`src/rtl/actuator_arbiter.sv`:
```
// Six-way actuator arbiter: fixed priority with round-robin doors, minimum
// hold time per grant and a mandatory dead gap between grants.
module actuator_arbiter #(
  parameter int HOLD_CYC = 8,
  parameter int DEAD_CYC = 4,
  parameter int CNT_W    = 4
) (
  input  logic       clk,
  input  logic       rst_n,
  input  logic [5:0] req,
  output logic [5:0] gnt,
  output logic [2:0] owner,
  output logic       busy,
  output logic       conflict,
  output logic [1:0] dbg_state
);

  typedef enum logic [1:0] {
    IDLE  = 2'd0,
    GRANT = 2'd1,
    DEAD  = 2'd2
  } state_t;

  localparam logic [CNT_W-1:0] HOLD_LAST = CNT_W'(HOLD_CYC - 1);
  localparam logic [CNT_W-1:0] DEAD_LAST = CNT_W'(DEAD_CYC - 1);
  localparam logic [2:0]       NO_OWNER  = 3'd7;

  state_t           state_q, state_d;
  logic [CNT_W-1:0] cnt_q, cnt_d;
  logic [5:0]       gnt_q, gnt_d;
  logic [2:0]       owner_q, owner_d;
  // rr_q high means rdoor held the most recent door grant, so fdoor wins the next tie
  logic             rr_q, rr_d;

  logic [5:0] eligible;
  logic       win_valid;
  logic [2:0] win_idx;
  logic       owner_req;
  logic       hold_done;
  logic       preempt;
  logic       thermal_kill;

  // Handshake: req is level-sensitive and never latched; a request is honoured
  // only if it is high at the IDLE edge, and gnt answers from the next cycle on.
  assign conflict  = req[4] & req[5];
  assign eligible  = conflict ? (req & 6'b001111) : req;
  assign win_valid = |eligible;

  always_comb begin
    win_idx = NO_OWNER;
    if (eligible[3])                     win_idx = 3'd3;
    else if (eligible[0] && eligible[1]) win_idx = rr_q ? 3'd0 : 3'd1;
    else if (eligible[0])                win_idx = 3'd0;
    else if (eligible[1])                win_idx = 3'd1;
    else if (eligible[2])                win_idx = 3'd2;
    else if (eligible[4])                win_idx = 3'd4;
    else if (eligible[5])                win_idx = 3'd5;
  end

  assign owner_req    = |(req & gnt_q);
  assign hold_done    = (cnt_q == HOLD_LAST);
  assign preempt      = req[3] && (owner_q != 3'd3);
  assign thermal_kill = conflict && ((owner_q == 3'd4) || (owner_q == 3'd5));

  always_comb begin
    state_d = state_q;
    cnt_d   = cnt_q;
    gnt_d   = gnt_q;
    owner_d = owner_q;
    rr_d    = rr_q;
    unique case (state_q)
      IDLE: begin
        if (win_valid) begin
          state_d = GRANT;
          cnt_d   = '0;
          gnt_d   = 6'(1) << win_idx;
          owner_d = win_idx;
          if (win_idx == 3'd0) rr_d = 1'b0;
          if (win_idx == 3'd1) rr_d = 1'b1;
        end
      end
      GRANT: begin
        if (!hold_done) cnt_d = cnt_q + 1'b1;
        if (preempt || thermal_kill || (hold_done && !owner_req)) begin
          state_d = DEAD;
          cnt_d   = '0;
          gnt_d   = '0;
          owner_d = NO_OWNER;
        end
      end
      DEAD: begin
        if (cnt_q == DEAD_LAST) begin
          state_d = IDLE;
          cnt_d   = '0;
        end else begin
          cnt_d = cnt_q + 1'b1;
        end
      end
      default: begin
        state_d = IDLE;
        cnt_d   = '0;
        gnt_d   = '0;
        owner_d = NO_OWNER;
      end
    endcase
  end

  always_ff @(posedge clk or negedge rst_n) begin
    if (!rst_n) begin
      state_q <= IDLE;
      cnt_q   <= '0;
      gnt_q   <= '0;
      owner_q <= NO_OWNER;
      rr_q    <= 1'b1;
    end else begin
      state_q <= state_d;
      cnt_q   <= cnt_d;
      gnt_q   <= gnt_d;
      owner_q <= owner_d;
      rr_q    <= rr_d;
    end
  end

  assign gnt       = gnt_q;
  assign owner     = owner_q;
  assign busy      = (state_q != IDLE);
  assign dbg_state = state_q;

endmodule

```
`config.mk`:
```
export PLATFORM = sky130hd
export DESIGN_NAME = actuator_arbiter
export DESIGN_NICKNAME = d
export VERILOG_FILES = /design/src/rtl/actuator_arbiter.sv
export SDC_FILE = /design/constraint.sdc
export NUM_CORES = 1
export LEC_CHECK = 0
export BUFFER_PORTS_ARGS = -buffer_cell sky130_fd_sc_hd__buf_2
export CAP_MARGIN = 20
export CORE_MARGIN = 2
export CORE_UTILIZATION = 47
export DETAILED_ROUTE_END_ITERATION = 10
export PLACE_DENSITY = 0.79
export SLEW_MARGIN = 20
export SYNTH_ARGS = -nofsm -noshare
export SYNTH_HDL_FRONTEND = slang
export SYNTH_SLANG_ARGS = --single-unit
```
`constraint.sdc`:
```
create_clock -name clk -period 2.05 [get_ports clk]
set_clock_uncertainty 0.2 [all_clocks]
set_input_delay 0.3075 -clock clk [delete_from_list [all_inputs] [get_ports clk]]
set_output_delay 0.3075 -clock clk [all_outputs]
set_load 0.02 [all_outputs]
```
==> results.yml <==
die:
  die_w_um: 50.0
  die_area_um2: 2500
  rows: 16
  die_y_um: 50.0
  pin_count: 21
  floorplan.initialDensity: 0.502
  core_region_area_um2: 1980
clocking:
  cts_buffers: 3
  htree_levels: 1
  clockBufferDepth: 2
  cts_tree: "built"
  clk_pin_slew_ns: 0.11
  clockRootBuffer: "clkbuf_4"
  cts.sinks: 16
  clkLatencyLatePin_ns: 0.31
timing:
  clock.fmax_ghz: 0.494
  min_period_ns: 2.03
  drv_slew: 0
  fin_worst_hold_slack_ns: 0.239
  finalHoldViolCount: 0
  finalCritPeriodShare: 0.988
  rsz0062_at_grt: "yes"
  relSlewSlack: 0.752
  worst_slew_pin_slew_ns: 0.372
  finalSetupViolations: 0
layout:
  final_common_cell: "buf_2"
  drive_gt1_frac: 0.444
  most-common-layout-cells: "buf_2 (20), buf_4 (13), inv_1 (12), dfrtp_1 (12), nand2_1 (7)"
  antennaDiodeCount: 0
  finalNetCount: 150
  stdcell_count: 162
  final_core_util: 0.667
  area_growth_pct: 33.0
  fillers: 149
logic_synthesis:
  synthCells: 97
  syn_nets: 111
  yosys_warnings: 0
  synth_area_per_cell_um2: 10.3
  synth_edf_count: 0
  ys.flop_type: "dfrtp_1"
  yosys_register_bits: 16
  synth_async_sr_flop_share: 1.00
  syn-cell-area_um2: 995
  post_synth_num_cell_types: 35
  ys_seq_area_frac: 0.408
setup_path:
  cp.arrival_ns: 2.03
  reg2reg_from: "gnt[0]$_DFFE_PN0P_"
  reg2regPathDepth: 5
  rrSetupSlack_ns: 0.02
  end_kind: "register"
  critPathKind: "register to register"
  critPathRequiredTime_ns: 2.06
  r2r-end: "dbg_state[1]$_DFFE_PN0P_"
  cp_max_fo: 5
  start_kind: "register"
power_and_ir_drop:
  total_power_mw: 1.75
  cellPowerDensity_nw_per_um2: 1320
  irDropWorstVdd_uv: 826
  power.leakage_nw: 0.605
grt:
  grt_pass1_vias: 852
  overflow: 0
  track_usage: 0.213
  grt_max_degree: 17
  grt_pass1_wl_um: 3960
  antenna_found_initial: 0
drt:
  routed_via_density: 5.70
  first_pass_iters: 4
  drt-initial-drc-count: 27
  ant_nets: 0
  drt_wl_total_um: 2580
  wl_per_cell_um: 15.9
  vias: 923
  drc: 0
place:
  hpwl_um: 1760
  port_buffers: 20
  place_congestion: 0.867
  place_inst: 151
job:
  cap_violations: 0
outcome:
  status: "complete, no violations"
worst_hold_path:
  min_path_type: "input pin to async pin"
==> final cells by class <==
class,count,area (um^2),area share
multi-input cells,69,604,0.457
flip-flops and latches,16,405,0.307
repair buffers,34,208,0.157
inverters,12,45.0,0.0341
well taps,27,33.8,0.0255
clock buffers,4,26.3,0.0199
==> cells by family after synthesis <==
family,Yosys count,share of synthesized area
compound gates,34,0.260
fa+ha+maj,6,0.0755
buf+inv,13,0.0566
flops,16,0.408
mux,1,0.0113
simple gates,27,0.189
==> critical path, cell delays in order, from the launching register on <==
cell     delay [ns]
dfrtp_1        0.41
a22o_2         0.31
nor4_4         0.40
o21ai_4        0.13
nor2b_2        0.17
mux2_4         0.31
==> flip-flops by register name (all words and copies together) (netlist names) <==
| signal | cells |
|---|---|
| gnt | 6 |
| cnt_q | 4 |
| rr_q | 1 |
| owner | 3 |
| dbg_state | 2 |
==> power breakdown <==
part	leakage (nW)	total (mW)	switching, mW	internal (mW)
combinational	0.386	1.04	0.597	0.444
clock	0.0150	0.190	0.114	0.0760
sequential	0.204	0.517	0.0789	0.438
==> stage by stage <==
step / cell area [um^2] / setup WS (ns) / TNS [ns]
floorplan: 995 / 0.0651 / 0
detailed placement: 1180 / -0.0703 / -0.197
global route: 1320 / -0.0553 / -0.233
global placement: 1180 / -0.0140 / -0.0140
CTS: 1220 / -0.00617 / -0.00617
finish: 1320 / 0.0242 / 0
==> timing repair <==
action,4_1_cts,5_1_grt
gates resized for setup,1,10
pin swaps,0,5
hold endpoints to repair,12,0
buffers inserted,0,5
hold buffers,1,0
gates cloned,0,1
endpoints found under the setup margin,8,14
==> worst max-delay path by stage <==
stage	startpoint	to	depth (start not counted)
CTS	owner[1]$_DFFE_PN1P_	cnt_q[2]$_DFFE_PN0P_	5
global route	gnt[0]$_DFFE_PN0P_	gnt[1]$_DFFE_PN0P_	5
detailed placement	req[4]	cnt_q[2]$_DFFE_PN0P_	7
floorplan	gnt[0]$_DFFE_PN0P_	dbg_state[1]$_DFFE_PN0P_	5
finish	gnt[0]$_DFFE_PN0P_	dbg_state[1]$_DFFE_PN0P_	5
global placement	req[4]	cnt_q[3]$_DFFE_PN0P_	7
==> cell usage after synthesis, types with 3 or more instances <==
master	instances	share of area
a21o_1	3	0.023
a21oi_1	6	0.030
a22o_1	3	0.026
dfrtp_1	12	0.30
dfstp_2	4	0.11
ha_1	6	0.075
inv_1	12	0.045
nand2_1	7	0.026
nand3b_1	3	0.023
nor2_1	4	0.015
o21ai_0	3	0.015
o21ai_1	5	0.025
==> routing by layer <==
metal	GRT usage	up-vias	share of wire
li1	-	436	-
met3	0.0394	5	0.039
met1	0.284	454	0.45
met5	0	-	0
met4	0.102	0	0.020
met2	0.329	28	0.49
No activity file was read; power rests on OpenSTA's default activity.
